**config.mk**
```make
export PLATFORM = sky130hd
export DESIGN_NAME = seg7_count_display
export DESIGN_NICKNAME = d
export VERILOG_FILES = /design/src/rtl/seg7_pkg.sv /design/src/rtl/bin2bcd_seq.sv /design/src/rtl/seg7_count_display.sv
export SDC_FILE = /design/constraint.sdc
export NUM_CORES = 1
export LEC_CHECK = 0
export ABC_AREA = 1
export BUFFER_PORTS_ARGS = -buffer_cell sky130_fd_sc_hd__buf_2
export CORE_UTILIZATION = 55
export DETAILED_ROUTE_END_ITERATION = 10
export PLACE_DENSITY = 0.81
export RECOVER_POWER = 50
export SKIP_LAST_GASP = 1
export SLEW_MARGIN = 10
export SYNTH_ARGS = -nofsm -noshare
export SYNTH_HDL_FRONTEND = slang
export SYNTH_SLANG_ARGS = --single-unit
export TNS_END_PERCENT = 30
```
**constraint.sdc**
```tcl
create_clock -name clk -period 3.2 [get_ports clk]
set_clock_uncertainty 0.15 [all_clocks]
set_input_delay 0.32 -clock clk [delete_from_list [all_inputs] [get_ports clk]]
set_output_delay 0.32 -clock clk [all_outputs]
set_load 0.03 [all_outputs]
```
**src/rtl/seg7_pkg.sv**
```systemverilog
// Shared types and constants for the 7-segment count display.
// Converter FSM states, active-low segment codes, digit indices.
package seg7_pkg;

  typedef enum logic [1:0] {
    IDLE   = 2'd0,
    SHIFT  = 2'd1,
    COMMIT = 2'd2
  } conv_state_t;

  localparam int NUM_DIGITS = 3;

  localparam logic [1:0] DIG_ONES  = 2'd0;
  localparam logic [1:0] DIG_TENS  = 2'd1;
  localparam logic [1:0] DIG_HUNDS = 2'd2;

  // {g,f,e,d,c,b,a}, active-low
  localparam logic [6:0] SEG_0     = 7'h40;
  localparam logic [6:0] SEG_1     = 7'h79;
  localparam logic [6:0] SEG_2     = 7'h24;
  localparam logic [6:0] SEG_3     = 7'h30;
  localparam logic [6:0] SEG_4     = 7'h19;
  localparam logic [6:0] SEG_5     = 7'h12;
  localparam logic [6:0] SEG_6     = 7'h02;
  localparam logic [6:0] SEG_7     = 7'h78;
  localparam logic [6:0] SEG_8     = 7'h00;
  localparam logic [6:0] SEG_9     = 7'h10;
  localparam logic [6:0] SEG_BLANK = 7'h7F;

  function automatic logic [6:0] seg_decode(
    input logic [3:0] d
  );
    logic [6:0] s;
    case (d)
      4'd0:    s = SEG_0;
      4'd1:    s = SEG_1;
      4'd2:    s = SEG_2;
      4'd3:    s = SEG_3;
      4'd4:    s = SEG_4;
      4'd5:    s = SEG_5;
      4'd6:    s = SEG_6;
      4'd7:    s = SEG_7;
      4'd8:    s = SEG_8;
      4'd9:    s = SEG_9;
      default: s = SEG_BLANK;
    endcase
    return s;
  endfunction

  function automatic logic [3:0] add3(
    input logic [3:0] n
  );
    return (n >= 4'd5) ? n + 4'd3 : n;
  endfunction

endpackage

```
**src/rtl/bin2bcd_seq.sv**
```systemverilog
// Sequential shift-add-3 converter: 8-bit q -> 3 BCD digits, 10-cycle period.
// Ports: clk, reset (async active-low), q[7:0] in; bcd[11:0], busy out.
module bin2bcd_seq
  import seg7_pkg::*;
(
  input  logic        clk,
  input  logic        reset,
  input  logic [7:0]  q,
  output logic [11:0] bcd,
  output logic        busy
);

  conv_state_t state;
  conv_state_t state_nxt;

  logic [7:0]  sr;
  logic [11:0] acc;
  logic [2:0]  bit_cnt;
  logic [3:0]  tens_adj;
  logic [3:0]  ones_adj;

  assign tens_adj = add3(acc[7:4]);
  assign ones_adj = add3(acc[3:0]);

  always_ff @(posedge clk or negedge reset) begin
    if (!reset) state <= IDLE;
    else        state <= state_nxt;
  end

  always_comb begin
    state_nxt = state;
    unique case (state)
      IDLE:   state_nxt = SHIFT;
      SHIFT:  if (bit_cnt == 3'd7)
                state_nxt = COMMIT;
      COMMIT: state_nxt = IDLE;
      default: state_nxt = IDLE;
    endcase
  end

  // Hundreds never exceeds 1 before the last shift of an
  // 8-bit value, so it needs no add-3 correction.
  always_ff @(posedge clk or negedge reset) begin
    if (!reset) begin
      sr      <= '0;
      acc     <= '0;
      bit_cnt <= '0;
      bcd     <= '0;
    end else begin
      unique case (state)
        IDLE: begin
          sr      <= q;
          acc     <= '0;
          bit_cnt <= '0;
        end
        SHIFT: begin
          acc     <= {acc[10:8], tens_adj,
                      ones_adj, sr[7]};
          sr      <= {sr[6:0], 1'b0};
          bit_cnt <= bit_cnt + 3'd1;
        end
        COMMIT: bcd <= acc;
        default: ;
      endcase
    end
  end

  assign busy = (state != IDLE);

endmodule

```
**src/rtl/seg7_count_display.sv**
```systemverilog
// Counter display: BCD conversion + 3-digit multiplexed common-anode scan.
// Ports: clk, reset (async low), q[7:0]; an[3:0], seg[6:0], bcd[11:0], busy.
// Build macro SEG7_LZ_BLANK_EN blanks leading-zero hundreds/tens digits.
module seg7_count_display
  import seg7_pkg::*;
#(
  parameter int SCAN_DIV = 50000
) (
  input  logic        clk,
  input  logic        reset,
  input  logic [7:0]  q,
  output logic [3:0]  an,
  output logic [6:0]  seg,
  output logic [11:0] bcd,
  output logic        busy
);

  localparam int PW =
    (SCAN_DIV > 2) ? $clog2(SCAN_DIV) : 1;
  localparam logic [PW-1:0] PRESC_LAST =
    PW'(SCAN_DIV - 1);

  logic [PW-1:0] presc;
  logic          tc;
  logic [1:0]    dig_idx;
  logic [1:0]    dig_nxt;
  logic [3:0]    an_nxt;
  logic [6:0]    seg_nxt;
  logic          blank_h;
  logic          blank_t;

  bin2bcd_seq u_conv (
    .clk   (clk),
    .reset (reset),
    .q     (q),
    .bcd   (bcd),
    .busy  (busy)
  );

`ifdef SEG7_LZ_BLANK_EN
  assign blank_h = (bcd[11:8] == 4'd0);
  assign blank_t = blank_h &&
                   (bcd[7:4] == 4'd0);
`else
  assign blank_h = 1'b0;
  assign blank_t = 1'b0;
`endif

  assign tc = (presc == PRESC_LAST);

  always_ff @(posedge clk or negedge reset) begin
    if (!reset)  presc <= '0;
    else if (tc) presc <= '0;
    else         presc <= presc + PW'(1);
  end

  always_comb begin
    dig_nxt = (dig_idx == DIG_HUNDS) ?
              DIG_ONES : dig_idx + 2'd1;
  end

  always_comb begin
    an_nxt  = 4'b1111;
    seg_nxt = SEG_BLANK;
    unique case (1'b1)
      (dig_nxt == DIG_ONES): begin
        an_nxt  = 4'b1110;
        seg_nxt = seg_decode(bcd[3:0]);
      end
      (dig_nxt == DIG_TENS): begin
        an_nxt  = 4'b1101;
        seg_nxt = blank_t ? SEG_BLANK :
                  seg_decode(bcd[7:4]);
      end
      (dig_nxt == DIG_HUNDS): begin
        an_nxt  = 4'b1011;
        seg_nxt = blank_h ? SEG_BLANK :
                  seg_decode(bcd[11:8]);
      end
      default: ;
    endcase
  end

  // Index resets to hundreds so the first
  // terminal count lands on the ones digit.
  always_ff @(posedge clk or negedge reset) begin
    if (!reset) begin
      dig_idx <= DIG_HUNDS;
      an      <= 4'b1111;
      seg     <= SEG_BLANK;
    end else if (tc) begin
      dig_idx <= dig_nxt;
      an      <= an_nxt;
      seg     <= seg_nxt;
    end
  end

endmodule

```
==> results.ini <==
[outcome]
status = finished with violations
violations = DRC, capacitance limit, slew limit

[yosys]
yosysUniqueCellTypes = 30
synth.top_cells.by_area = sky130_fd_sc_hd__dfrtp_1 (36%), sky130_fd_sc_hd__nand2_1 (18%), sky130_fd_sc_hd__ha_1 (8.4%), sky130_fd_sc_hd__dfstp_2 (7.8%), sky130_fd_sc_hd__inv_1 (6.4%)
yosys.area_share.simple_pct = 28.84
synth_async_sr_flop_share_pct = 100.0
synthesis.yosys.warnings = 0
postSynthAreaPerCell_um2 = 7.651
synth.yosys.seq_area_share_pct = 44.02
synth_xor_xnor_area_share_pct = 1.645
synth-edff-count = 0
synth_top_family_by_area = simple AND/OR/NAND/NOR gates
area_share_of_the_largest_cell_type_after_synthesis_pct = 36.27
synth.top_cells.by_count = sky130_fd_sc_hd__nand2_1 (178), sky130_fd_sc_hd__inv_1 (64), sky130_fd_sc_hd__dfrtp_1 (54), sky130_fd_sc_hd__nor2_1 (34), sky130_fd_sc_hd__nand3_1 (31)
synth.largest_area_cell = sky130_fd_sc_hd__dfrtp_1
synth-adder-area-share_pct = 8.395
synth-compound-area-share_pct = 8.328
mappedNetlistNets = 522
synth.mux.area_fraction_pct = 0
mappedNetlistArea_um2 = 3726
seq_cells_post_synth = 65
yosysMostFrequentCell = sky130_fd_sc_hd__nand2_1
synth_ff_type = sky130_fd_sc_hd__dfrtp_1
synthCells = 487

[global_route]
first_global_vias = 2958
antenna_found_initial = 0
grt_first_pass_wirelength_um = 13030
grt.total_usage_pct = 23.18
grt_start_max_net_pins = 34
grt-ovfl-total = 0

[critical_path]
end_kind = flop
rr_worst_depth = 5
timing.critical_path.from = u_conv.state[1]$_DFFE_PN0P_
critical_path.max_stage_delay_ps = 810
setup.worst_path.end = u_conv.acc[6]$_DFFE_PN0P_
worst-r2r-setup-slack_ps = 1030
launch_point_of_the_worst_reg_to_reg_path = u_conv.state[1]$_DFFE_PN0P_
critical_path.reg2reg.endpoint = u_conv.acc[6]$_DFFE_PN0P_
kind_of_launch_point_of_the_worst_setup_path = flop
worst_path_max_delay_cell = sky130_fd_sc_hd__nor2_1
worstPathCellList = nor2_1 > inv_2 > a21oi_1 > o21ai_0 > nand2_1
critical_path.max_fanout = 16
timing.setup.critical_path_class = flop to flop
arrival_time_of_data_at_the_critical_path_endpoint_ps = 2310
timing.critical_path.required_ps = 3340

[clocking]
clock_sinks = 65
cts_buffers = 9
clk_root_buffer_cell = sky130_fd_sc_hd__clkbuf_8
cts-htree-levels = 3
clkTransAtPathRegs_ps = 80
cts_tree = done
clock_path_buffers = 2
worstSkewPairLatency_ps = 350

[die]
initial_utilization_pct = 57.69
core-area_um2 = 6459
floorplan.die.height_um = 84.31
top_level_ports = 34
die-width_um = 84.31
design.die.area_um2 = 7108
fp-row-count = 29

[layout]
nets = 559
final.fill_count = 568
areaGrowthSynthToFinish_pct = 11.01
drive_gt1_share_pct = 13.04
antenna-diode-count = 0
finish.cell_count_without_fillers = 606

[timing]
grt_setup_unrepaired = false
count_of_final_hold_check_violations = 0
setup_viol = 0
fin_tns_setup_ps = 0
final.min_clock_period_ps = 2171
worst-slew-pin-transition_ps = 1711
finalCritPeriodShare_pct = 67.83
fmaxAchievable_ghz = 0.4607
slew_headroom_pct = -14.08
slew_viol_final = 34

[min_path]
hold_start = q[0]
hold_path.class = primary input to flop

[route]
max_used_layer = met4
drc_errors = 2
ant_nets = 0
detailedRoute.firstPassIterationCount = 7
dr.first_iter.drc_count = 189
detailroute.wirelength.met2_um = 3596
met3_wirelength_um = 282
number_of_vias_per_cell = 5.097
num_vias = 3089
post_drt_wl_per_cell_um = 12.16
drt-met1-wl_um = 3410
drt_wl_total_um = 7369

[placement]
placed_cells_incl_taps = 589
gp_routability_congestion = 0.8732
dp.final_hpwl_um = 5399
numPortBuffers = 32

[pwr]
worst_ir_drop_vdd_mv = 0.3556
power_per_cell_area_nw_per_um2 = 644.8
power.static_leakage_nw = 2.149

[flow_run]
cap_viol_max_count = 1

-- where the power goes --
part           leakage [nW]  switching (mW)  internal (mW)  total, mW
clock                 0.110           0.350          0.446      0.796
sequential            0.813           0.147          0.916       1.06
combinational          1.23           0.538          0.270      0.808
total                  2.15            1.03           1.63       2.67
-- stage by stage --
step | hold WS (ps) | area, um^2 | total power, mW | worst slack (ps) | utilization (%)
final | 35.76 | 4136 | 2.667 | 1029 | 64.04
after CTS | 30.17 | 4170 | 2.685 | 1175 | 64.57
after global routing | 38.48 | 4136 | 2.863 | 709.3 | 64.04
after floorplan | -125.6 | 3726 | 1.650 | 1574 | -
after detailed placement | 260.4 | 3934 | 1.885 | 1449 | 60.91
after global placement | 252.2 | 3934 | 1.858 | 1548 | 60.91
-- how the worst min path moves through the flow --
stage / slack (ps) / cells after the start / endpoint
after floorplan: -130 / 0 / dig_idx[0]$_DFFE_PN0N_
after global placement: 250 / 1 / presc[12]$_DFF_PN0_
after detailed placement: 260 / 1 / presc[11]$_DFF_PN0_
after CTS: 30 / 3 / u_conv.sr[0]$_DFFE_PN0P_
after global routing: 40 / 3 / u_conv.sr[6]$_DFFE_PN0P_
final: 40 / 3 / u_conv.sr[0]$_DFFE_PN0P_
-- state kept, by name (all words and copies together) (netlist names) --
name / count
u_conv.sr: 8
an: 3
u_conv.acc: 12
dig_idx: 2
seg: 7
u_conv.bit_cnt: 3
presc: 16
u_conv.bcd: 12
u_conv.state: 2
-- layer usage --
layer | vias to the layer above | track usage (%)
li1 | 1583 | -
met1 | 1429 | 28.94
met2 | 65 | 40.01
met3 | 12 | 5.310
met4 | 0 | 7.367
met5 | - | 0
-- cell usage in the layout (no fill, tap or decap), types with 8 or more instances in the layout --
cell type / Yosys / routed
sky130_fd_sc_hd__dfstp_2: 11 / 11
sky130_fd_sc_hd__nand3_1: 31 / 31
sky130_fd_sc_hd__dfrtp_1: 54 / 54
sky130_fd_sc_hd__buf_2: 3 / 17
sky130_fd_sc_hd__ha_1: 25 / 25
sky130_fd_sc_hd__clkbuf_1: 1 / 15
sky130_fd_sc_hd__nor2_1: 34 / 36
sky130_fd_sc_hd__o22ai_1: 8 / 8
sky130_fd_sc_hd__clkbuf_8: 0 / 9
sky130_fd_sc_hd__nand2_1: 178 / 180
sky130_fd_sc_hd__inv_1: 64 / 64
sky130_fd_sc_hd__o21ai_0: 23 / 23
-- repair_timing --
item | CTS | global route
buffers inserted | 0 | 0
gates resized for setup | 0 | 0
endpoints found under the hold margin | 20 | 0
hold buffers | 1 | 0
-- logic make-up (layout without fill, tap and decap cells) --
logic type / Yosys count / in the layout
and+or+nand+nor: 260 / 260
xor gates and xnor gates: 7 / 7
other: 1 / 1
DFF: 65 / 65
AOI/OAI and AO/OA: 51 / 51
buffers and inverters: 78 / 120
adders and majority gates: 25 / 25
-- area by class of cell --
class / count / area [um^2] / share of cell area [%]
flip-flops and latches: 65 / 1640 / 39.66
clock buffers: 9 / 123.9 / 2.995
clock inverters: 7 / 102.6 / 2.480
multi-input cells: 344 / 1748 / 42.26
well taps: 77 / 96.34 / 2.329
repair buffers: 35 / 166.4 / 4.023
inverters: 69 / 259.0 / 6.261
-- critical path, delay by kind of cell, from the launching register on --
kind / cells / cell delay (ps)
compound gates: 2 / 270
buf+inv: 1 / 230
simple gates: 2 / 880
flops: 1 / 570
No activity file was read; power rests on OpenSTA's default activity.
